$ cat config.mk
export PLATFORM = sky130hd
export DESIGN_NAME = dmac_burst_scheduler
export DESIGN_NICKNAME = d
export VERILOG_FILES = /design/src/rtl/axi_dmac_pkg.sv /design/src/rtl/dmac_outstanding_counter.sv /design/src/rtl/dmac_burst_scheduler.sv
export SDC_FILE = /design/constraint.sdc
export NUM_CORES = 1
export LEC_CHECK = 0
export BUFFER_PORTS_ARGS = -buffer_cell sky130_fd_sc_hd__buf_2
export CORE_MARGIN = 10
export CORE_UTILIZATION = 63
export DETAILED_ROUTE_END_ITERATION = 8
export HOLD_SLACK_MARGIN = 0.12
export PLACE_DENSITY = 0.92
export SLEW_MARGIN = 20
export SYNTH_ARGS = -nofsm -noshare
export SYNTH_HDL_FRONTEND = slang
export SYNTH_SLANG_ARGS = --single-unit
$ cat constraint.sdc
create_clock -name clk -period 14.05 [get_ports clk]
set_input_delay 2.81 -clock clk [delete_from_list [all_inputs] [get_ports clk]]
set_output_delay 2.81 -clock clk [all_outputs]
set_load 0.05 [all_outputs]
$ cat src/rtl/axi_dmac_pkg.sv
// Shared DMAC types: scheduler states, parameter bundle
// and the burst sizing helper.
package axi_dmac_pkg;

    typedef enum logic [1:0] {
        IDLE,
        ISSUE,
        DRAIN
    } sched_state_t;

    typedef struct packed {
        int unsigned addr_width;
        int unsigned length_width;
        int unsigned max_bytes_per_burst;
        int unsigned dma_length_align;
        int unsigned max_outstanding;
    } dmac_params_t;

    // Bytes until the next max_bytes boundary, clipped to what is left.
    function automatic logic [31:0] burst_bytes(
        input logic [31:0] addr,
        input logic [31:0] remaining,
        input logic [31:0] max_bytes
    );
        logic [31:0] w_room;
        w_room = max_bytes - (addr & (max_bytes - 32'd1));
        return (remaining < w_room) ? remaining : w_room;
    endfunction

endpackage

$ cat src/rtl/dmac_outstanding_counter.sv
// Issued-but-not-completed burst counter with
// saturation at zero and an underflow strobe.
module dmac_outstanding_counter #(
    parameter int MAX = 4
) (
    input  logic       clk,
    input  logic       resetn,
    input  logic       inc,
    input  logic       dec,
    output logic [3:0] count,
    output logic       full,
    output logic       empty,
    output logic       underflow
);

    logic [3:0] r_count;

    always_ff @(posedge clk or negedge resetn) begin
        if (!resetn) begin
            r_count <= 4'd0;
        end else if (inc && !dec) begin
            r_count <= r_count + 4'd1;
        end else if (dec && !inc && !empty) begin
            r_count <= r_count - 4'd1;
        end
    end

    assign count     = r_count;
    assign empty     = (r_count == 4'd0);
    assign full      = (r_count >= 4'(MAX));
    assign underflow = dec && empty;

endmodule

$ cat src/rtl/dmac_burst_scheduler.sv
// Splits one byte-addressed transfer into boundary-safe
// bursts and tracks their completion.
module dmac_burst_scheduler
    import axi_dmac_pkg::*;
#(
    parameter int ADDR_WIDTH          = 32,
    parameter int LENGTH_WIDTH        = 24,
    parameter int MAX_BYTES_PER_BURST = 128,
    parameter int DMA_LENGTH_ALIGN    = 3,
    parameter int MAX_OUTSTANDING     = 4
) (
    input  logic                    clk,
    input  logic                    resetn,
    input  logic                    xfer_valid,
    output logic                    xfer_ready,
    input  logic [ADDR_WIDTH-1:0]   xfer_addr,
    input  logic [LENGTH_WIDTH-1:0] xfer_length,
    input  logic                    abort,
    output logic                    burst_valid,
    input  logic                    burst_ready,
    output logic [ADDR_WIDTH-1:0]   burst_addr,
    output logic [$clog2(MAX_BYTES_PER_BURST)-1:0] burst_length,
    output logic                    burst_last,
    input  logic                    burst_done,
    output logic                    xfer_done,
    output logic                    xfer_aborted,
    output logic                    busy,
    output logic [3:0]              outstanding,
    output logic                    error
);

    localparam int BLW = $clog2(MAX_BYTES_PER_BURST);
    localparam int RW  = LENGTH_WIDTH + 1;
    localparam logic [LENGTH_WIDTH-1:0] ALIGN_MASK =
        LENGTH_WIDTH'((1 << DMA_LENGTH_ALIGN) - 1);
    localparam logic [31:0] MAXB = 32'(MAX_BYTES_PER_BURST);
    localparam logic [RW-1:0] ONE_R = RW'(1);

    sched_state_t          r_state;
    sched_state_t          w_state_nxt;
    logic                  r_xfer_ready;
    logic [ADDR_WIDTH-1:0] r_addr;
    logic [RW-1:0]         r_remaining;
    logic                  r_burst_valid;
    logic [ADDR_WIDTH-1:0] r_burst_addr;
    logic [BLW-1:0]        r_burst_len;
    logic                  r_burst_last;
    logic                  r_aborted;
    logic                  r_done;
    logic                  r_xfer_aborted;
    logic                  r_error;

    logic                  w_accept;
    logic                  w_hs;
    logic                  w_load;
    logic                  w_finish;
    logic [31:0]           w_bytes;
    logic [3:0]            w_count;
    logic                  w_full;
    logic                  w_empty;
    logic                  w_underflow;

    assign w_accept = r_xfer_ready && xfer_valid;
    assign w_hs     = r_burst_valid && burst_ready;
    assign w_bytes  = burst_bytes(32'(r_addr), 32'(r_remaining), MAXB);

    dmac_outstanding_counter #(
        .MAX(MAX_OUTSTANDING)
    ) u_cnt (
        .clk      (clk),
        .resetn   (resetn),
        .inc      (w_hs),
        .dec      (burst_done),
        .count    (w_count),
        .full     (w_full),
        .empty    (w_empty),
        .underflow(w_underflow)
    );

    always_ff @(posedge clk or negedge resetn) begin
        if (!resetn) begin
            r_state <= IDLE;
        end else begin
            r_state <= w_state_nxt;
        end
    end

    always_comb begin
        w_state_nxt = r_state;
        w_load      = 1'b0;
        w_finish    = 1'b0;
        unique case (r_state)
            IDLE: begin
                if (w_accept) w_state_nxt = ISSUE;
            end
            ISSUE: begin
                // A presented burst always finishes its handshake first.
                if (w_hs) begin
                    if (r_burst_last || r_aborted || abort)
                        w_state_nxt = DRAIN;
                end else if (!r_burst_valid) begin
                    if (abort || r_aborted)
                        w_state_nxt = DRAIN;
                    else if (!w_full)
                        w_load = 1'b1;
                end
            end
            DRAIN: begin
                if (w_empty) begin
                    w_finish    = 1'b1;
                    w_state_nxt = IDLE;
                end
            end
            default: w_state_nxt = IDLE;
        endcase
    end

    always_ff @(posedge clk or negedge resetn) begin
        if (!resetn) begin
            r_xfer_ready   <= 1'b0;
            r_addr         <= '0;
            r_remaining    <= '0;
            r_burst_valid  <= 1'b0;
            r_burst_addr   <= '0;
            r_burst_len    <= '0;
            r_burst_last   <= 1'b0;
            r_aborted      <= 1'b0;
            r_done         <= 1'b0;
            r_xfer_aborted <= 1'b0;
            r_error        <= 1'b0;
        end else begin
            r_xfer_ready   <= (w_state_nxt == IDLE);
            r_done         <= w_finish;
            r_xfer_aborted <= w_finish && r_aborted;
            r_error        <= r_error || w_underflow;
            if (w_accept) begin
                r_addr      <= xfer_addr;
                r_remaining <= {1'b0, xfer_length | ALIGN_MASK} + ONE_R;
                r_aborted   <= 1'b0;
            end else if (r_state == ISSUE && abort) begin
                r_aborted <= 1'b1;
            end
            // Cursor advances at load; the payload registers hold the burst.
            if (w_load) begin
                r_burst_valid <= 1'b1;
                r_burst_addr  <= r_addr;
                r_burst_len   <= BLW'(w_bytes - 32'd1);
                r_burst_last  <= (w_bytes == 32'(r_remaining));
                r_addr        <= r_addr + ADDR_WIDTH'(w_bytes);
                r_remaining   <= r_remaining - RW'(w_bytes);
            end else if (w_hs) begin
                r_burst_valid <= 1'b0;
            end
        end
    end

    assign xfer_ready   = r_xfer_ready;
    assign burst_valid  = r_burst_valid;
    assign burst_addr   = r_burst_addr;
    assign burst_length = r_burst_len;
    assign burst_last   = r_burst_last;
    assign xfer_done    = r_done;
    assign xfer_aborted = r_xfer_aborted;
    assign busy         = (r_state != IDLE);
    assign outstanding  = w_count;
    assign error        = r_error;

endmodule
==> impl_metrics.toml <==
[detailed_routing]
drtPass1Iterations = 5
vias_per_cell = 6.09
vias = 7111
wire_per_inst_um = 16.3
drc = 0
ant_nets = 0
wl_um = 19000
dr.first_iter.drc_count = 646

[setup_path]
cp_cell_sequence = "inv_1 > ha_1 > xor2_1 > ha_1 > o21a_1 > o211ai_1 > o21ai_0 > a221oi_4 > buf_4 > nor2_1 > a21o_1 > inv_1 > ha_1 > nor2b_1 > o21ai_0 > a21oi_1 > o311a_1 > o21ai_0 > nand4b_1 > or4_2 > o211ai_1"
critPathCaptureType = "flip-flop"
crit_type = "reg -> reg"
cp_data_arrival_time_ns = 6.09
cp-start-kind = "flip-flop"
rr_startpoint = "r_addr[0]$_DFFE_PN0P_"
critical_path_depth = 21
r2r-end = "r_remaining[21]$_DFFE_PN0P_"
ff2ff_setup_slack_ns = 8.23
path_buf_inv = 3
crit_required_ns = 14.32
max_stage_delay_ns = 0.62
critPathMaxFanout = 23
cp_slowest_cell = "or4_2"
crit_family = "compound AO/OA/AOI/OAI gates"
worstRegToRegCells = 21

[hold_path]
hp-class = "reg -> reg"
hold_path_depth = 1
hold_end = "error$_DFF_PN0_"
hp-start = "error$_DFF_PN0_"

[clock_tree]
htree_levels = 3
clk_pin_slew_ns = 0.07
cts_made_buffers = 9
cts-resized-gates = 0
cts_tree = "built"
cts_setup_buffers = 0
cts_buffer_depth = 2
cts_hold_buffers = 0
cts.sinks = 109
clock_latency_ns = 0.36
cts_root_buf = "clkbuf_16"

[synth]
postSynthCellCount = 914
syn-cell-area_um2 = 7510
ys_warn_count = 0
yosysSeqAreaShare = 0.363
ys_ff_latch = 109
synth-async-reset-ratio = 1.00
synth-edff-count = 0
synth_cell_types = 71
syn_avg_cell_area_um2 = 8.22
ys.flop_type = "dfrtp_1"

[timing]
fin_ws_ns = 8.23
report.final.slew_viol_count = 0
finalCriticalPeriod_ns = 5.82
hold_viol = 0
holdWs_ns = 0.453
setup_tns_ns = 0
fmaxAchievable_mhz = 172
worst_pin_slew_ns = 0.847
fin_crit_sh = 0.414
skew_ns = 0.00583
rsz0062_at_grt = "false"
finalSetupViolCount = 0
relSlewSlack = 0.435

[power]
report.power.total_mw = 2.21
powerDensity_nw_per_um2 = 261
switching_power_mw = 1.13
seqPwrFrac = 0.269
leakage_nw = 4.00
intPower_mw = 1.07
p_sw_frac = 0.513
clkPwrFrac = 0.106
vdd_drop_max_v = 0.000159
p_comb_frac = 0.625

[placement]
detailed_place_hpwl_um = 13800
routabilityCongestion = 0.926
io_buffer_count = 108
dp_slack_ns = 8.35

[floorplan]
start_util = 0.650
coreArea_um2 = 11600
die_y_um = 129
die_x_um = 129
dieArea_um2 = 16700
std_cell_rows = 39
ios = 112

[grt]
antenna_found_initial = 0
grt_max_degree = 81
grt_util_met3 = 0.0424
grt-busiest-layer = "met2"
grt_pass1_vias = 6837
met1_usage = 0.298
globalRouteMet2Util = 0.373
grt_first_pass_wirelength_um = 31700
grt_overflow = 0
grt_use_total = 0.227

[final_layout]
diodes = 0
layout-drive-gt1-share = 0.151
nNetsFinal = 1131
syn_to_final_growth_pct = 12.6

[status]
status = "finished clean"

[job]
max_cap_violations = 0
[stage by stage]
stage | util | area, µm² | cells
after floorplan | - | 7570 | 930
after global placement | 0.709 | 8200 | 1153
after detailed placement | 0.709 | 8200 | 1153
after CTS | 0.732 | 8460 | 1167
after global routing | 0.732 | 8460 | 1167
final | 0.732 | 8460 | 1167
[power by group through the flow]
| stage | logic (mW) | registers (mW) | clock network, mW |
|---|---|---|---|
| after floorplan | 0.879 | 0.760 | 0 |
| after global placement | 1.30 | 0.585 | 0 |
| after detailed placement | 1.34 | 0.595 | 0 |
| after CTS | 1.36 | 0.589 | 0.233 |
| after global routing | 1.52 | 0.613 | 0.245 |
| final | 1.38 | 0.593 | 0.234 |
[synth_stat cells, types with 3 or more instances]
master,instances,area (µm²)
clkbuf_1,29,109
a21boi_0,4,30.0
o311ai_0,4,35.0
or4_1,5,37.5
inv_1,35,131
nor2b_1,5,31.3
nand2b_1,10,62.6
a221oi_1,3,26.3
o22ai_1,6,37.5
a31oi_1,19,119
nand2_1,193,724
a311oi_1,7,61.3
a2111oi_0,5,43.8
mux2i_1,5,50.1
nand3_1,32,160
a21oi_1,55,275
dfrtp_1,109,2730
and3_1,18,113
fa_1,3,60.1
nor2_2,3,18.8
or3_1,8,50.1
o221a_2,3,33.8
a21o_1,11,82.6
xor2_1,22,193
o31ai_1,3,22.5
nor3_1,19,95.1
a21oi_4,3,48.8
a211oi_1,6,45.0
o211ai_1,10,75.1
ha_1,45,563
a32o_1,3,30.0
nor2_1,66,248
or2_2,6,37.5
xnor2_1,31,272
o21a_1,7,52.6
and2_1,7,43.8
nor4_1,8,50.1
buf_1,3,11.3
o21ai_0,53,265
nand4_1,3,18.8
o21ai_1,7,35.0
[area by class of cell]
class / instances / area (µm²)
inverters: 35 / 131
clock inverters: 4 / 27.5
clock buffers: 10 / 229
repair buffers: 114 / 588
flip-flops and latches: 109 / 2730
multi-input cells: 752 / 4580
well taps: 143 / 179
fillers: 894 / 3100
[flip-flops by register name (all words and copies together), names as in the netlist]
register / flops
r_aborted: 1
burst_last: 1
burst_length: 7
burst_valid: 1
error: 1
r_addr: 32
xfer_aborted: 1
r_remaining: 25
xfer_ready: 1
xfer_done: 1
burst_addr: 32
r_state: 2
u_cnt.count: 4
[kinds of logic after synthesis]
logic type      share of synthesized area
compound gates                      0.206
simple gates                        0.240
buf+inv                            0.0376
other cells                      0.000499
fa+ha+maj                          0.0829
mux                               0.00816
flops                               0.363
xor+xnor                           0.0618
[layer usage]
metal / part of all wire / up-vias
met3: 0.074 / 28
met4: 0.016 / 0
li1: - / 3442
met1: 0.44 / 3373
met5: 0 / -
met2: 0.47 / 268
[layout by cell type, fill, tap and decap left out, drive strengths merged, types with 22 or more instances in the layout]
master  synthesis  final
nand2         193    193
buf             5    114
dfrtp         109    109
nor2           70     70
a21oi          60     60
o21ai          60     60
ha             45     45
inv            35     35
nand3          32     32
xnor2          31     31
xor2           22     22
[worst max path at each step]
stage | startpoint | end
after floorplan | r_addr[3]$_DFFE_PN0P_ | r_remaining[21]$_DFFE_PN0P_
after global placement | r_addr[0]$_DFFE_PN0P_ | r_addr[25]$_DFFE_PN0P_
after detailed placement | r_addr[0]$_DFFE_PN0P_ | r_addr[25]$_DFFE_PN0P_
after CTS | r_addr[0]$_DFFE_PN0P_ | r_addr[25]$_DFFE_PN0P_
after global routing | r_addr[0]$_DFFE_PN0P_ | r_remaining[21]$_DFFE_PN0P_
final | r_addr[0]$_DFFE_PN0P_ | r_remaining[21]$_DFFE_PN0P_
Power figures use the tool's default switching activity.
